### src/rtl/regfile_write_arbiter.sv
// Two-requester register-file write arbiter with round-robin fairness and a
// full-file clear sweep that takes priority over pending writes.
module regfile_write_arbiter #(
    parameter int unsigned DATA_W = 32,
    parameter int unsigned ADDR_W = 5
) (
    input  logic              clk,
    input  logic              reset,
    input  logic              a_valid,
    input  logic [ADDR_W-1:0] a_addr,
    input  logic [DATA_W-1:0] a_data,
    output logic              a_ready,
    input  logic              b_valid,
    input  logic [ADDR_W-1:0] b_addr,
    input  logic [DATA_W-1:0] b_data,
    output logic              b_ready,
    input  logic              clr_start,
    output logic              busy,
    output logic              clr_done,
    output logic              rf_we,
    output logic [ADDR_W-1:0] rf_waddr,
    output logic [DATA_W-1:0] rf_wdata
);

    localparam logic [ADDR_W-1:0] LAST_ADDR = '1;

    typedef enum logic {
        ARB   = 1'b0,
        CLEAR = 1'b1
    } state_e;

    state_e            state_q, state_d;
    logic              rr_ptr_q, rr_ptr_d;
    logic [ADDR_W-1:0] cnt_q, cnt_d;
    logic              rf_we_q, rf_we_d;
    logic [ADDR_W-1:0] rf_waddr_q, rf_waddr_d;
    logic [DATA_W-1:0] rf_wdata_q, rf_wdata_d;
    logic              clr_done_q, clr_done_d;
    logic              a_gnt, b_gnt;

    // State register
    always_ff @(posedge clk) begin
        if (!reset) begin
            state_q    <= ARB;
            rr_ptr_q   <= 1'b0;
            cnt_q      <= '0;
            rf_we_q    <= 1'b0;
            rf_waddr_q <= '0;
            rf_wdata_q <= '0;
            clr_done_q <= 1'b0;
        end else begin
            state_q    <= state_d;
            rr_ptr_q   <= rr_ptr_d;
            cnt_q      <= cnt_d;
            rf_we_q    <= rf_we_d;
            rf_waddr_q <= rf_waddr_d;
            rf_wdata_q <= rf_wdata_d;
            clr_done_q <= clr_done_d;
        end
    end

    // Arbitration, sweep sequencing and write-port next state
    always_comb begin
        state_d    = state_q;
        rr_ptr_d   = rr_ptr_q;
        cnt_d      = cnt_q;
        rf_we_d    = 1'b0;
        rf_waddr_d = rf_waddr_q;
        rf_wdata_d = rf_wdata_q;
        clr_done_d = 1'b0;
        a_gnt      = 1'b0;
        b_gnt      = 1'b0;

        case (state_q)
            ARB: begin
                if (clr_start) begin
                    state_d    = CLEAR;
                    cnt_d      = '0;
                    rf_we_d    = 1'b1;
                    rf_waddr_d = '0;
                    rf_wdata_d = '0;
                end else begin
                    if (a_valid && (!b_valid || !rr_ptr_q)) begin
                        a_gnt = 1'b1;
                    end else if (b_valid) begin
                        b_gnt = 1'b1;
                    end
                    // Only a contested grant moves the pointer, to the loser
                    if (a_valid && b_valid) begin
                        rr_ptr_d = a_gnt;
                    end
                    if (a_gnt && (a_addr != '0)) begin
                        rf_we_d    = 1'b1;
                        rf_waddr_d = a_addr;
                        rf_wdata_d = a_data;
                    end else if (b_gnt && (b_addr != '0)) begin
                        rf_we_d    = 1'b1;
                        rf_waddr_d = b_addr;
                        rf_wdata_d = b_data;
                    end
                end
            end
            CLEAR: begin
                if (cnt_q == LAST_ADDR) begin
                    state_d    = ARB;
                    clr_done_d = 1'b1;
                end else begin
                    cnt_d      = ADDR_W'(cnt_q + 1'b1);
                    rf_we_d    = 1'b1;
                    rf_waddr_d = ADDR_W'(cnt_q + 1'b1);
                    rf_wdata_d = '0;
                end
            end
            default: state_d = ARB;
        endcase
    end

    assign a_ready  = reset && a_gnt;
    assign b_ready  = reset && b_gnt;
    assign busy     = (state_q == CLEAR);
    assign clr_done = clr_done_q;
    assign rf_we    = rf_we_q;
    assign rf_waddr = rf_waddr_q;
    assign rf_wdata = rf_wdata_q;

endmodule

### config.mk
export PLATFORM = sky130hd
export DESIGN_NAME = regfile_write_arbiter
export DESIGN_NICKNAME = d
export VERILOG_FILES = /design/src/rtl/regfile_write_arbiter.sv
export SDC_FILE = /design/constraint.sdc
export NUM_CORES = 1
export LEC_CHECK = 0
export ABC_AREA = 1
export CELL_PAD_IN_SITES_DETAIL_PLACEMENT = 0
export CELL_PAD_IN_SITES_GLOBAL_PLACEMENT = 1
export CORE_UTILIZATION = 30
export CTS_BUF_LIST = sky130_fd_sc_hd__clkbuf_4 sky130_fd_sc_hd__clkbuf_8
export CTS_CLUSTER_SIZE = 28
export DETAILED_ROUTE_END_ITERATION = 16
export PLACE_DENSITY = 0.95
export SYNTH_ARGS = -nofsm -noshare
export SYNTH_HDL_FRONTEND = slang
export SYNTH_SLANG_ARGS = --single-unit
### constraint.sdc
create_clock -name clk -period 3.6 [get_ports clk]
set_clock_uncertainty 0.1 [all_clocks]
set_input_delay 0.72 -clock clk [delete_from_list [all_inputs] [get_ports clk]]
set_output_delay 0.72 -clock clk [all_outputs]
set_load 0.01 [all_outputs]
==> impl_results.md <==
* Leakage at around 1.7 nW
* Crit path capture type: primary output
* Syn Inst Count at 439
* Syn Area/Cell at between 6 and 7 µm²
* Actual slew at the worst max-slew pin at slightly below 600 ps
* Largest net degree at the start of global routing at 62
* Final std cells w/o fill at about 660
* Netlist cell types at 26
* EDFF count, synth at 0
* Setup Viol. Count Final at 0
* Hold depth at 2
* Core Area at 8721 µm²
* Total of max-cap violations at 0
* Vias in the first global route at ~2700
* Fin. max-slew vios at 0
* RR Startpoint: cnt_q[0]
* # port buffers at 120
* DP Cell Count at about 650
* H-tree levels at 2
* Synth Flop Type: dfxtp_1
* First drt pass iteration count at 4
* Initial antenna violation count at 0
* Post-Syn Nets at 520
* All-layer global routing usage at 0.1676
* CP Data Required Time at 2780 ps
* Ant diodes at 0
* Post-synthesis sequential area ratio at 0.3420
* Status: finished, final reports clean
* Reg2reg path depth at 9
* WL final at a little under 8000 µm
* Num CTS Buffers at 5
* Asr flop ratio synth at 0
* Most frequent cells in the layout: clkdlybuf4s50_1, nand2_1, nor2_1
* Most Frequent Cell on Critical Path: clkdlybuf4s50_1
* Ys Warns at 0
* CP max FO at 3
* Clock Path Buffers at 2
* Worst Setup Start Kind: input port
* DRC violations left at 0
* Routability Congestion at around 0.75
* CTS sink count at 46
* TritonCTS clock tree: built
* Commonest non-fill, non-tap cell in the layout: clkdlybuf4s50_1
* Register bit total from synthesis at between 40 and 50
* Post-Syn Area at 2693 µm²
* Starting Density at 0.3088
* Synth top area share at 0.3420
* Slowest stage delay, CP at roughly 580 ps
* Routed vias at roughly 3000
* Global-route wire length before repair at 12970 µm
* Fmax at 0.3277 GHz
* Final Hold Viols at 0
* Critical-path cell list: clkdlybuf4s50_1 > inv_1 > nor4_1 > clkdlybuf4s50_1
* Post-DRT Antenna Nets at 0
* Vias/cell at between 4 and 5
* Clock root buffer: clkbuf_8
* Crit share post-route at 0.8477
* Unrepaired setup endpoints after global routing: false
* Top cells by area, synth: dfxtp_1, nand2_1, nand3_1, nor2_1, inv_1
* Detailed placer's ending HPWL at around 5600 µm
* Area growth from synthesis to layout at 48.33%
* Hold/Removal Path Class: reg2reg
* Postcts setup bufs at 0
* Io pins at between 100 and 150
* PostCTS Resize Cnt at 0
* Slowest cell on crit path: clkdlybuf4s50_1
* Chip height at 96.74 µm
* Register-to-register path setup slack at ~1200 ps
* Power Density at 310.5 nW/µm²
* Hold Startpoint: cnt_q[3]
* Die W at slightly below 100 µm
* Num rows at 34
* Leading area contributor after synthesis: dfxtp_1
* Reg-to-Reg End: rf_wdata[7]
* Remaining Overflow, GRT at 0
* Final worst path period need at between 3000 and 4000 ps
* Slew margin rel. at 0.6051
* Critical path class: in2out
* Clk_lat worst skew at roughly 300 ps
* Hold Path End: cnt_q[3]
* Initial DRC Count at between 100 and 150
* Crit path arrival time at 2230 ps
* # nets final at approximately 630
* Routed len/inst at 11.98 µm
* Area of the die at 9358 µm²
* Worst-path clk slew at about 80 ps
* Hold-fix buffers, CTS at 0
* Final setup TNS at 0 ps
* Share of cells above drive strength 1 at 0.04570
* VDD IR max at ~150 µV
## critical path: cells and delay by family
| kind | cells | cell delay [ps] |
|---|---|---|
| buffers and inverters | 3 | 1230 |
| AND/OR/NAND/NOR | 1 | 270 |
## worst max-delay path by stage
stage | startpoint | to | slack (ps) | cells after the start
after floorplan | clr_start | b_ready | 1130 | 4
after global placement | a_valid | rf_wdata[7] | 520 | 10
after detailed placement | a_valid | rf_wdata[7] | 400 | 10
after CTS | b_valid | b_ready | 540 | 4
after global routing | a_valid | a_ready | 490 | 5
final | b_valid | b_ready | 550 | 4
## per-layer routing
metal,vias up,GRT usage,part of all wire
met3,6,0.04697,0.068
met5,-,0,0
met2,88,0.3044,0.49
met1,1299,0.1962,0.43
met4,0,0.03100,0.0057
li1,1567,-,-
## logic make-up after synthesis
family	count (synthesis)	share of synthesized area
adders and majority gates	2	0.009292
buffers and inverters	80	0.1399
and+or+nand+nor	272	0.4294
DFF	46	0.3420
AOI/OAI and AO/OA	38	0.07621
xor gates and xnor gates	1	0.003253
## synthesized netlist by cell type, drive strengths merged, types with 2 or more instances
| cell | instances |
|---|---|
| a21oi | 36 |
| buf | 15 |
| clkbuf | 12 |
| dfxtp | 46 |
| ha | 2 |
| inv | 52 |
| nand2 | 120 |
| nand3 | 64 |
| nor2 | 83 |
| nor4 | 2 |
## power breakdown
group / total, mW / switching (mW) / internal (mW)
logic: 0.346 / 0.161 / 0.185
registers: 0.560 / 0.0196 / 0.540
clock network: 0.334 / 0.179 / 0.155
## metrics by stage
stage	setup WS [ps]	total power [mW]	util	instance area, µm²	hold WS [ps]
floorplan	1130	0.7460	-	2693	345.3
detailed placement	395.2	0.9199	0.4471	3899	372.4
finish	548.1	1.240	0.4580	3994	382.6
global route	485.9	1.311	0.4580	3994	399.1
global placement	515.4	0.9135	0.4471	3899	353.0
CTS	539.5	1.255	0.4580	3994	383.6
## sequential cells by signal (all words and copies together), names as in the netlist
signal    flops
rf_wdata     32
rf_waddr      5
busy          1
rr_ptr_q      1
clr_done      1
rf_we         1
cnt_q         5
## layout make-up
type                            count  area, µm²
Timing Repair Buffer              127       1249
Clock buffer                        6      82.58
Multi-Input combinational cell    313       1395
Fill cell                         879       4727
Clock inverter                      2      12.51
Tap cell                          108      135.1
Sequential cell                    46      920.9
Inverter                           53      198.9
Note: power is estimated with default switching activity, not from simulation.
